===== src/rtl/aidc_lite_decomp_pingpong_buf_if.sv =====
// ----------------------------------------------------------------------------
// aidc_lite_decomp_pingpong_buf_if
// Bundle of every non-clock signal of the ping-pong output buffer.
//   slave  modport : the buffer itself (takes *_i, drives *_o)
//   master modport : decompressor channels + write-back consumer
// Handshake semantics, all on the rising edge:
//   sop_i is accepted only in a cycle where ready_o=1; an sop_i while
//   ready_o=0 is dropped and recorded in the sticky ovf_o. blk_release_i is
//   honoured only in a cycle where blk_valid_o=1, otherwise it is ignored.
// dbg_state_o = {state(bank1), state(bank0)}, 2 bits each
// (0=FREE, 1=FILL, 2=READY).
// ----------------------------------------------------------------------------
interface aidc_lite_decomp_pingpong_buf_if #(
   parameter int NUM_CH = 3,
   parameter int DATA_W = 64,
   parameter int DEPTH  = 8,
   parameter int AW     = $clog2(DEPTH),
   parameter int SW     = (NUM_CH > 1) ? $clog2(NUM_CH) : 1
);
   logic                     sop_i;
   logic [SW-1:0]            sel_i;
   logic                     ready_o;
   logic [NUM_CH-1:0]        ch_wren_i;
   logic [NUM_CH*AW-1:0]     ch_waddr_i;
   logic [NUM_CH*DATA_W-1:0] ch_wdata_i;
   logic [NUM_CH-1:0]        ch_done_i;
   logic [NUM_CH-1:0]        ch_fail_i;
   logic                     blk_valid_o;
   logic                     blk_fail_o;
   logic [AW-1:0]            rd_addr_i;
   logic [DATA_W-1:0]        rd_data_o;
   logic                     blk_release_i;
   logic                     ovf_o;
   logic [3:0]               dbg_state_o;

   modport slave (
      input  sop_i, sel_i, ch_wren_i, ch_waddr_i, ch_wdata_i, ch_done_i,
             ch_fail_i, rd_addr_i, blk_release_i,
      output ready_o, blk_valid_o, blk_fail_o, rd_data_o, ovf_o, dbg_state_o
   );

   modport master (
      output sop_i, sel_i, ch_wren_i, ch_waddr_i, ch_wdata_i, ch_done_i,
             ch_fail_i, rd_addr_i, blk_release_i,
      input  ready_o, blk_valid_o, blk_fail_o, rd_data_o, ovf_o, dbg_state_o
   );
endinterface


===== src/rtl/aidc_lite_decomp_pingpong_buf.sv =====
// ----------------------------------------------------------------------------
// aidc_lite_decomp_pingpong_buf
// Double-buffered output stage of the AIDC-Lite decompression path. One
// decompressor channel (chosen per block by sel_i) fills the write bank while
// the engine reads the other bank by address.
// Ports:
//   clk  - rising-edge clock
//   rst  - synchronous active-high reset
//   bus  - slave side of aidc_lite_decomp_pingpong_buf_if (block start,
//          per-channel write/done/fail strobes, read port, release, ovf,
//          per-bank state debug)
// ----------------------------------------------------------------------------
module aidc_lite_decomp_pingpong_buf #(
   parameter int NUM_CH = 3,
   parameter int DATA_W = 64,
   parameter int DEPTH  = 8
) (
   input logic                            clk,
   input logic                            rst,
   aidc_lite_decomp_pingpong_buf_if.slave bus
);
   localparam int AW = $clog2(DEPTH);
   localparam int SW = (NUM_CH > 1) ? $clog2(NUM_CH) : 1;

   typedef enum logic [1:0] {
      FREE  = 2'd0,
      FILL  = 2'd1,
      READY = 2'd2
   } bank_state_e;

   bank_state_e       state_q [2];
   bank_state_e       state_d [2];
   logic              wr_bank_q, wr_bank_d;
   logic              rd_bank_q, rd_bank_d;
   logic [SW-1:0]     cur_sel_q, cur_sel_d;
   logic [1:0]        fail_q, fail_d;
   logic              ovf_q, ovf_d;
   logic [DATA_W-1:0] rd_data_q, rd_data_d;

   // Both banks in one array; the bank bit is the address MSB.
   logic [DATA_W-1:0] mem [2*DEPTH];

   logic              sel_wren;
   logic [AW-1:0]     sel_waddr;
   logic [DATA_W-1:0] sel_wdata;
   logic              sel_done;
   logic              sel_fail;
   logic              fill_active;
   logic              ready;
   logic              blk_valid;
   logic              mem_we;

   // Channel mux built by comparison so a cur_sel value outside the channel
   // range simply selects nothing.
   always_comb begin
      sel_wren  = 1'b0;
      sel_waddr = '0;
      sel_wdata = '0;
      sel_done  = 1'b0;
      sel_fail  = 1'b0;
      for (int k = 0; k < NUM_CH; k++) begin
         if (cur_sel_q == SW'(k)) begin
            sel_wren  = bus.ch_wren_i[k];
            sel_waddr = bus.ch_waddr_i[k*AW +: AW];
            sel_wdata = bus.ch_wdata_i[k*DATA_W +: DATA_W];
            sel_done  = bus.ch_done_i[k];
            sel_fail  = bus.ch_fail_i[k];
         end
      end
   end

   assign fill_active = (state_q[wr_bank_q] == FILL);
   assign ready       = (state_q[wr_bank_q] == FREE);
   assign blk_valid   = (state_q[rd_bank_q] == READY);
   // Reset wins over a write so a fill cut by reset leaves no new words.
   assign mem_we      = fill_active && sel_wren && !rst;

   always_comb begin
      state_d   = state_q;
      wr_bank_d = wr_bank_q;
      rd_bank_d = rd_bank_q;
      cur_sel_d = cur_sel_q;
      fail_d    = fail_q;
      ovf_d     = ovf_q;
      rd_data_d = mem[{rd_bank_q, bus.rd_addr_i}];

      // Done and sop are mutually exclusive: sop needs the write bank FREE,
      // done needs it in FILL.
      if (fill_active && sel_done) begin
         state_d[wr_bank_q] = READY;
         fail_d[wr_bank_q]  = sel_fail;
         wr_bank_d          = ~wr_bank_q;
      end

      if (bus.sop_i) begin
         if (ready) begin
            cur_sel_d = bus.sel_i;
            if (int'(bus.sel_i) >= NUM_CH) begin
               // Bad channel index: publish an empty, failed block at once.
               state_d[wr_bank_q] = READY;
               fail_d[wr_bank_q]  = 1'b1;
               wr_bank_d          = ~wr_bank_q;
            end else begin
               state_d[wr_bank_q] = FILL;
            end
         end else begin
            ovf_d = 1'b1;
         end
      end

      // Release targets a READY bank, so it can never collide with the
      // FREE/FILL bank touched above.
      if (bus.blk_release_i && blk_valid) begin
         state_d[rd_bank_q] = FREE;
         rd_bank_d          = ~rd_bank_q;
      end
   end

   always_ff @(posedge clk) begin
      if (rst) begin
         state_q[0] <= FREE;
         state_q[1] <= FREE;
         wr_bank_q  <= 1'b0;
         rd_bank_q  <= 1'b0;
         cur_sel_q  <= '0;
         fail_q     <= '0;
         ovf_q      <= 1'b0;
         rd_data_q  <= '0;
      end else begin
         state_q    <= state_d;
         wr_bank_q  <= wr_bank_d;
         rd_bank_q  <= rd_bank_d;
         cur_sel_q  <= cur_sel_d;
         fail_q     <= fail_d;
         ovf_q      <= ovf_d;
         rd_data_q  <= rd_data_d;
      end
   end

   // Storage is deliberately not reset.
   always_ff @(posedge clk) begin
      if (mem_we) begin
         mem[{wr_bank_q, sel_waddr}] <= sel_wdata;
      end
   end

   assign bus.ready_o     = ready;
   assign bus.blk_valid_o = blk_valid;
   assign bus.blk_fail_o  = fail_q[rd_bank_q];
   assign bus.ovf_o       = ovf_q;
   assign bus.rd_data_o   = rd_data_q;
   assign bus.dbg_state_o = {state_q[1], state_q[0]};

endmodule


===== src/flat_wrapper.sv =====
// flat-port wrapper written by rule: the top's interface ports become plain ports
module aidc_lite_decomp_pingpong_buf_flat 
#(
   parameter int NUM_CH = 3,
   parameter int DATA_W = 64,
   parameter int DEPTH  = 8
)
  (clk, rst, bus_sop_i, bus_sel_i, bus_ch_wren_i, bus_ch_waddr_i, bus_ch_wdata_i, bus_ch_done_i, bus_ch_fail_i, bus_rd_addr_i, bus_blk_release_i, bus_ready_o, bus_blk_valid_o, bus_blk_fail_o, bus_rd_data_o, bus_ovf_o, bus_dbg_state_o);
  aidc_lite_decomp_pingpong_buf_if #(.NUM_CH(NUM_CH), .DATA_W(DATA_W), .DEPTH(DEPTH)) bus_i ();
  input logic clk;
  input logic rst;
  input wire logic [$bits(bus_i.sop_i)-1:0] bus_sop_i;
  input wire logic [$bits(bus_i.sel_i)-1:0] bus_sel_i;
  input wire logic [$bits(bus_i.ch_wren_i)-1:0] bus_ch_wren_i;
  input wire logic [$bits(bus_i.ch_waddr_i)-1:0] bus_ch_waddr_i;
  input wire logic [$bits(bus_i.ch_wdata_i)-1:0] bus_ch_wdata_i;
  input wire logic [$bits(bus_i.ch_done_i)-1:0] bus_ch_done_i;
  input wire logic [$bits(bus_i.ch_fail_i)-1:0] bus_ch_fail_i;
  input wire logic [$bits(bus_i.rd_addr_i)-1:0] bus_rd_addr_i;
  input wire logic [$bits(bus_i.blk_release_i)-1:0] bus_blk_release_i;
  output wire logic [$bits(bus_i.ready_o)-1:0] bus_ready_o;
  output wire logic [$bits(bus_i.blk_valid_o)-1:0] bus_blk_valid_o;
  output wire logic [$bits(bus_i.blk_fail_o)-1:0] bus_blk_fail_o;
  output wire logic [$bits(bus_i.rd_data_o)-1:0] bus_rd_data_o;
  output wire logic [$bits(bus_i.ovf_o)-1:0] bus_ovf_o;
  output wire logic [$bits(bus_i.dbg_state_o)-1:0] bus_dbg_state_o;
  assign bus_i.sop_i = bus_sop_i;
  assign bus_i.sel_i = bus_sel_i;
  assign bus_i.ch_wren_i = bus_ch_wren_i;
  assign bus_i.ch_waddr_i = bus_ch_waddr_i;
  assign bus_i.ch_wdata_i = bus_ch_wdata_i;
  assign bus_i.ch_done_i = bus_ch_done_i;
  assign bus_i.ch_fail_i = bus_ch_fail_i;
  assign bus_i.rd_addr_i = bus_rd_addr_i;
  assign bus_i.blk_release_i = bus_blk_release_i;
  assign bus_ready_o = bus_i.ready_o;
  assign bus_blk_valid_o = bus_i.blk_valid_o;
  assign bus_blk_fail_o = bus_i.blk_fail_o;
  assign bus_rd_data_o = bus_i.rd_data_o;
  assign bus_ovf_o = bus_i.ovf_o;
  assign bus_dbg_state_o = bus_i.dbg_state_o;
  aidc_lite_decomp_pingpong_buf #(.NUM_CH(NUM_CH), .DATA_W(DATA_W), .DEPTH(DEPTH)) u_core (.clk(clk), .rst(rst), .bus(bus_i));
endmodule

===== config.mk =====
export PLATFORM = sky130hd
export DESIGN_NAME = aidc_lite_decomp_pingpong_buf_flat
export DESIGN_NICKNAME = d
export VERILOG_FILES = /design/src/rtl/aidc_lite_decomp_pingpong_buf_if.sv /design/src/rtl/aidc_lite_decomp_pingpong_buf.sv /design/src/flat_wrapper.sv
export SDC_FILE = /design/constraint.sdc
export NUM_CORES = 1
export LEC_CHECK = 0
export ABC_AREA = 1
export BUFFER_PORTS_ARGS = -buffer_cell sky130_fd_sc_hd__buf_2
export CELL_PAD_IN_SITES_DETAIL_PLACEMENT = 1
export CELL_PAD_IN_SITES_GLOBAL_PLACEMENT = 1
export CORE_AREA = 2 2 278 335
export CTS_CLUSTER_DIAMETER = 60
export CTS_CLUSTER_SIZE = 40
export DETAILED_ROUTE_END_ITERATION = 16
export DIE_AREA = 0 0 280 337
export HOLD_SLACK_MARGIN = 0.15
export PLACE_DENSITY_LB_ADDON = 0.15
export SYNTH_ARGS = -nofsm -noshare
export SYNTH_HDL_FRONTEND = slang
export SYNTH_SLANG_ARGS = --single-unit
export TNS_END_PERCENT = 50

===== constraint.sdc =====
create_clock -name clk -period 5.55 [get_ports clk]
set_clock_uncertainty 0.15 [all_clocks]
set_input_delay 0 -clock clk [delete_from_list [all_inputs] [get_ports clk]]
set_output_delay 0 -clock clk [all_outputs]
set_load 0.1 [all_outputs]

# Word-level counts from Yosys, hierarchy flattened
# Memories as Yosys holds them, arrays and structs flattened. A register that Yosys moved wholly into a read port is not among the register bits.
# Cells that the tools add are included.
word_totals:
  regBits: 11
  mem_bits_rw: 1024
  input_bits: 219
  out_inout_bits: 72
  elab_cells: 93
  n_memories: 1
memory_table:
  columns: ["name", "words", "width", "read_ports", "rd_ports_with_merged_regs", "write_ports", "line", "text"]
  rows:
  - ["u_core.mem", 16, 64, 1, 1, 1, "aidc_lite_decomp_pingpong_buf.sv:41", "logic [DATA_W-1:0] mem [2*DEPTH];"]
op_classes:
  order_cmp: 8
  n_eq_ne: 4
  mux: 45
  bitwise_logic: 16
  reduce_logical: 12
op_table:
  columns: ["cell", "count"]
  rows:
  - ["$mux W64", 3]
  - ["$mux W2", 12]
  - ["$mux W4", 5]
  - ["$mux W1", 18]
  - ["$mux W3", 3]
  - ["$or A2 B2 Y2", 4]
  - ["$logic_and A1 B1 Y1", 7]
  - ["$and A2 B2 Y2", 3]
  - ["$ge A2 B2 Y1 const B", 3]
  - ["$and A4 B4 Y4", 1]
  - ["$demux W2 S1", 2]
  - ["$eq A2 B1 Y1 const B", 2]
  - ["$eq A2 B2 Y1 const B", 2]
  - ["$logic_not A2 Y1", 2]
  - ["$lt A1 B2 Y1 const B", 2]
  - ["$lt A2 B1 Y1 const B", 2]
  - ["$not A1 Y2", 2]
  - ["$not A2 Y2", 2]
  - ["$not A4 Y4", 1]
  - ["$reduce_and A2 Y1", 2]
  - ["$not A1 Y1", 3]
  - ["$bwmux W2", 1]
  - ["$demux W1 S1", 1]
  - ["$ge A1 B1 Y1 const B", 1]
  - ["$logic_not A1 Y1", 1]

# Longest topological paths before layout
logic_depth:
  ltp_word: 14
  mapped_depth: 12
  mapped_depth_nobuf: 9

# Least setup slack after synthesis
# No wires, ideal clock.
synth_timing:
  path_type: "reg-to-reg"
  start: "register u_core.state_q (netlist bit u_core.bus.dbg_state_o[2])"
  end: "memory u_core.mem[10][0] (enable)"
  setup_ns: 0.486
  arrival_time_ns: 4.517
  required_time_ns: 4.914
  setup_slack_ns: 0.396
  path_stages_with_launch: 9
  path_buffers: 0
  period_less_slack_ns: 5.154
  cell_sequence: "dfxtp_1 > inv_1 > nand2_1 > nand2_1 > nor2_2 > nand2_1 > nor3_1 > nand2_1 > nor2_1"
synth_between:
  elab_chain_len: 8
synth_lines:
  columns: ["element", "line", "text"]
  rows:
  - ["start: declaration", "aidc_lite_decomp_pingpong_buf.sv:31", "bank_state_e state_q [2];"]
  - ["start signal: assignment", "aidc_lite_decomp_pingpong_buf.sv:130", "state_q <= state_d;"]
  - ["$mux W2 (not written as such) (3 in a row)", "aidc_lite_decomp_pingpong_buf.sv:72", "assign fill_active = (state_q[wr_bank_q] == FILL);"]
  - ["$eq A2 B1 Y1", "aidc_lite_decomp_pingpong_buf.sv:72", null]
  - ["$logic_and A1 B1 Y1 (2 in a row)", "aidc_lite_decomp_pingpong_buf.sv:76", "assign mem_we = fill_active && sel_wren && !rst;"]
  - ["$mux W1", "aidc_lite_decomp_pingpong_buf.sv:142", "if (mem_we) begin"]
  - ["$mux W1 (not written as such)", "aidc_lite_decomp_pingpong_buf.sv:143", "mem[{wr_bank_q, sel_waddr}] <= sel_wdata;"]
  - ["end: declaration", "aidc_lite_decomp_pingpong_buf.sv:41", null]
# Every way passes these cells. The select of a mux whose other input is x is not followed.

# Final worst setup path
layout_timing:
  start: "register u_core.cur_sel_q[0]"
  end: "memory u_core.mem[1][5] (enable)"
layout_between:
  elab_chain_len: 8
  word_cells_on_any_way: 13
  cone_classes: "eq/ne: 2; mux: 8; reduce/logical: 3"
layout_lines:
  columns: ["element", "line", "text"]
  rows:
  - ["start: declaration", "aidc_lite_decomp_pingpong_buf.sv:35", "logic [SW-1:0] cur_sel_q, cur_sel_d;"]
  - ["start signal: assignment", "aidc_lite_decomp_pingpong_buf.sv:133", "cur_sel_q <= cur_sel_d;"]
  - ["$logic_not A2 Y1", "aidc_lite_decomp_pingpong_buf.sv:62", "if (cur_sel_q == SW'(k)) begin"]
  - ["$mux W1 (3 in a row)", "aidc_lite_decomp_pingpong_buf.sv:62", null]
  - ["$logic_and A1 B1 Y1 (2 in a row)", "aidc_lite_decomp_pingpong_buf.sv:76", null]
  - ["$mux W1", "aidc_lite_decomp_pingpong_buf.sv:142", null]
  - ["$mux W1 (not written as such)", "aidc_lite_decomp_pingpong_buf.sv:143", null]
# Parallel ways exist; a longest one is shown, timed or not.

==> impl_metrics.py <==
metrics = {
    "worst_setup_path": {
        "reg2regPathDepth": 9,
        "crit_family": "simple AND/OR/NAND/NOR gates",
        "r2r_start": "u_core.cur_sel_q[0]$_SDFFE_PP0P_",
        "slowest_delay_ps": 840,
        "worstPathCellList": "inv_1 -> nor2_4 -> nand2_1 -> nand3_1 -> nand2_1 -> nor2_1 -> nand3_1 -> nor2_4 -> buf_4",
        "crit_buf_inv": 2,
        "critical_path_class": "flip-flop to flip-flop",
        "startpoint_type": "flip-flop",
        "cp.required_ps": 5690,
        "worstPathArrival_ps": 4190,
        "crit_slowest_cell": "nor2_4",
        "r2r_slack_ps": 1500,
        "crit_path_end_kind": "flip-flop",
        "startpoint": "u_core.cur_sel_q[0]$_SDFFE_PP0P_",
        "crit_path_max_fanout": 24,
        "reg2reg_to": "u_core.mem[1][5]$_DFFE_PP_",
    },
    "timing": {
        "slew_violations": 0,
        "tightest_slew_ps": 1180,
        "period_share_pct": 73.0,
        "fin_ws_ps": 1500,
        "setup_viol": 0,
        "max_slew_margin_pct": 21.2,
        "fmax_mhz": 247,
        "tns_ps": 0,
        "final_hold_viol_count": 0,
        "rsz0062_at_grt": "no",
        "period_minus_slack_ps": 4050,
    },
    "power": {
        "power_frac_seq_pct": 52.0,
        "vdd_ir_drop_max_uv": 482,
        "intPower_w": 0.0135,
        "power_switching_w": 0.00618,
        "power_w": 0.0197,
        "pwr-share-comb_pct": 19.4,
        "leakagePower_nw": 18.8,
        "swShare_pct": 31.4,
        "clkPwrFrac_pct": 28.6,
        "powerDensity_nw_per_um2": 390,
    },
    "clock_network": {
        "cts_max_level": 3,
        "cts_tree": "yes",
        "numCtsBuffers": 67,
        "cts_setup_buffers": 0,
        "cts-resized-gates": 0,
        "clock_path_buffers": 3,
        "hold_buffers": 134,
        "cts-root-buf": "clkbuf_16",
        "clk_latency_ps": 660,
        "clkTransAtPathRegs_ps": 90,
        "cts.sink_count": 1099,
    },
    "place": {
        "dp_hpwl_um": 75400,
        "dpl.cell_count": 5256,
        "port_buffers": 290,
        "gp_congestion": 0.802,
        "preCtsSetupSlack_ps": 1600,
    },
    "route": {
        "drc_errors": 0,
        "postRouteAntennaNets": 0,
        "wl_um": 137000,
        "vias_per_cell": 5.73,
        "vias": 31580,
        "wl_per_cell_um": 24.9,
        "dr.pass1.iters": 7,
        "drtIter0Drc": 2851,
    },
    "synth": {
        "synthMuxAreaShare_pct": 0,
        "synth_edf_count": 1024,
        "synthCells": 3974,
        "yosysTopAreaCell": "edfxtp_1",
        "synth-async-reset-ratio_pct": 0,
        "synth_compound_area_share_pct": 3.85,
        "synth_xor_area_share_pct": 0,
        "synth_warnings": 0,
        "synth_area_leaders": "edfxtp_1 (69%), nand2_1 (11%), nand3_1 (5.3%), nor2_1 (4.5%), dfxtp_1 (3.4%)",
        "ys_ff_latch": 1099,
        "synthDistinctLibCells": 22,
        "synth_top_family_by_area": "simple AND/OR/NAND/NOR gates",
        "synthSimpleGateAreaFrac_pct": 20.6,
        "synth_top_area_share_pct": 69.4,
        "syn_area_per_cell_um2": 11.1,
        "yosysSeqAreaShare_pct": 72.8,
        "synth-main-ff-cell": "edfxtp_1",
        "synthAdderAreaFrac_pct": 0,
        "synth_most_common_cell": "nand2_1",
        "synth.net_count": 4193,
        "synth_common_cells": "nand2_1 (1,261), edfxtp_1 (1,024), nor2_1 (536)",
        "synth.cell_area_um2": 44300,
    },
    "die": {
        "pin_count": 291,
        "row_count": 122,
        "dieArea_um2": 94400,
        "die_w_um": 280,
        "die_h_um": 337,
        "fp.coreArea_um2": 91400,
        "initial_core_util_pct": 48.5,
    },
    "cells_and_area": {
        "final_cells": 5514,
        "final_util_pct": 55.2,
        "ff_latch_area_um2": 32300,
        "drive_above_1_share_pct": 11.2,
        "area_growth_pct": 14.0,
        "diodes": 0,
        "multiInputGateArea_um2": 11000,
        "nets": 4500,
        "fillers": 9633,
    },
    "status": {
        "outcome": "completed",
    },
    "worst_hold_path": {
        "holdPathStages": 3,
        "hold_path.class": "input pin to flip-flop",
        "min_to": "u_core.mem[7][34]$_DFFE_PP_",
        "min_from": "bus_ch_wdata_i[34]",
    },
    "grt": {
        "first_global_vias": 32802,
        "overflow": 0,
        "grt_util_all_layers_pct": 28.8,
        "grt_max_degree": 188,
        "grt_pass1_wl_um": 202000,
        "antenna_found_initial": 1,
    },
    "run": {
        "cap_violations": 0,
    },
}
how the worst max path moves through the flow:
stage / to / slack, ps / cells past startpoint
floorplan: u_core.mem[10][0]$_DFFE_PP_ / 400 / 8
global placement: u_core.mem[1][5]$_DFFE_PP_ / 1690 / 9
detailed placement: u_core.mem[1][5]$_DFFE_PP_ / 1600 / 9
CTS: u_core.mem[1][5]$_DFFE_PP_ / 1580 / 9
global route: u_core.mem[1][5]$_DFFE_PP_ / 1370 / 10
finish: u_core.mem[1][5]$_DFFE_PP_ / 1500 / 9
cell families (layout without fill, tap and decap cells):
logic type | after synthesis | count (layout)
and+or+nand+nor | 2268 | 2268
AOI/OAI and AO/OA | 339 | 339
buffers and inverters | 268 | 630
DFF | 1099 | 1099
worst min-delay path, stage by stage:
cell	delay (ps)
buf_2	80
nand2_1	50
nand3_1	570
sequential cells by signal, indices dropped and copies added, names as in the netlist:
| register | cells |
|---|---|
| u_core.bus.dbg_state_o | 4 |
| u_core.bus.ovf_o | 1 |
| u_core.bus.rd_data_o | 64 |
| u_core.cur_sel_q | 2 |
| u_core.fail_q | 2 |
| u_core.mem | 1024 |
| u_core.rd_bank_q | 1 |
| u_core.wr_bank_q | 1 |
layout make-up:
type / count / area share [%]
clock buffer: 73 / 3.41
clock inverter: 51 / 1.22
sequential: 1099 / 63.9
inverter: 27 / 0.263
multi-input combinational: 2607 / 21.7
timing repair buffer: 479 / 6.65
tap: 1178 / 2.92
power groups by stage:
stage / Combinational (W) / Clock [W] / Sequential [W]
2_1_floorplan: 0.00157 / 0 / 0.0109
3_3_place_gp: 0.00335 / 0 / 0.0104
3_5_place_dp: 0.00345 / 0 / 0.0105
4_1_cts: 0.00380 / 0.00571 / 0.0102
5_1_grt: 0.00405 / 0.00597 / 0.0103
6_report: 0.00382 / 0.00563 / 0.0102
metal layers:
layer / up-vias / GRT usage (%) / share of wire [%]
met5: - / 0 / 0.0095
met4: 2 / 10.8 / 3.4
met3: 241 / 3.16 / 5.4
met2: 1060 / 51.1 / 51
met1: 16048 / 36.5 / 40
li1: 14229 / - / -
cell usage in the layout (no fill, tap or decap), types with 4 or more instances in the layout:
master and count:
clkinv_8 8, a21oi_1 74, inv_16 4, inv_6 14
buf_4 46, clkinv_1 4, nand2_1 1261, nor2_1 517
clkbuf_16 68, nand3_1 465, clkinv_4 7, buf_2 286
clkinvlp_4 7, inv_1 22, dfxtp_1 74, bufinv_16 4
o21ai_0 261, clkbuf_1 5, nor2_4 19, dlygate4sd3_1 134
edfxtp_1 1024, buf_12 10
through the flow:
stage          hold WS (ps)  area [um2]
4_1_cts                 151       50500
5_1_grt                 197       50500
2_1_floorplan         -5.31       44300
3_3_place_gp            148       46800
3_5_place_dp            161       46800
6_report                172       50500
(Power assumes the default switching activity.)
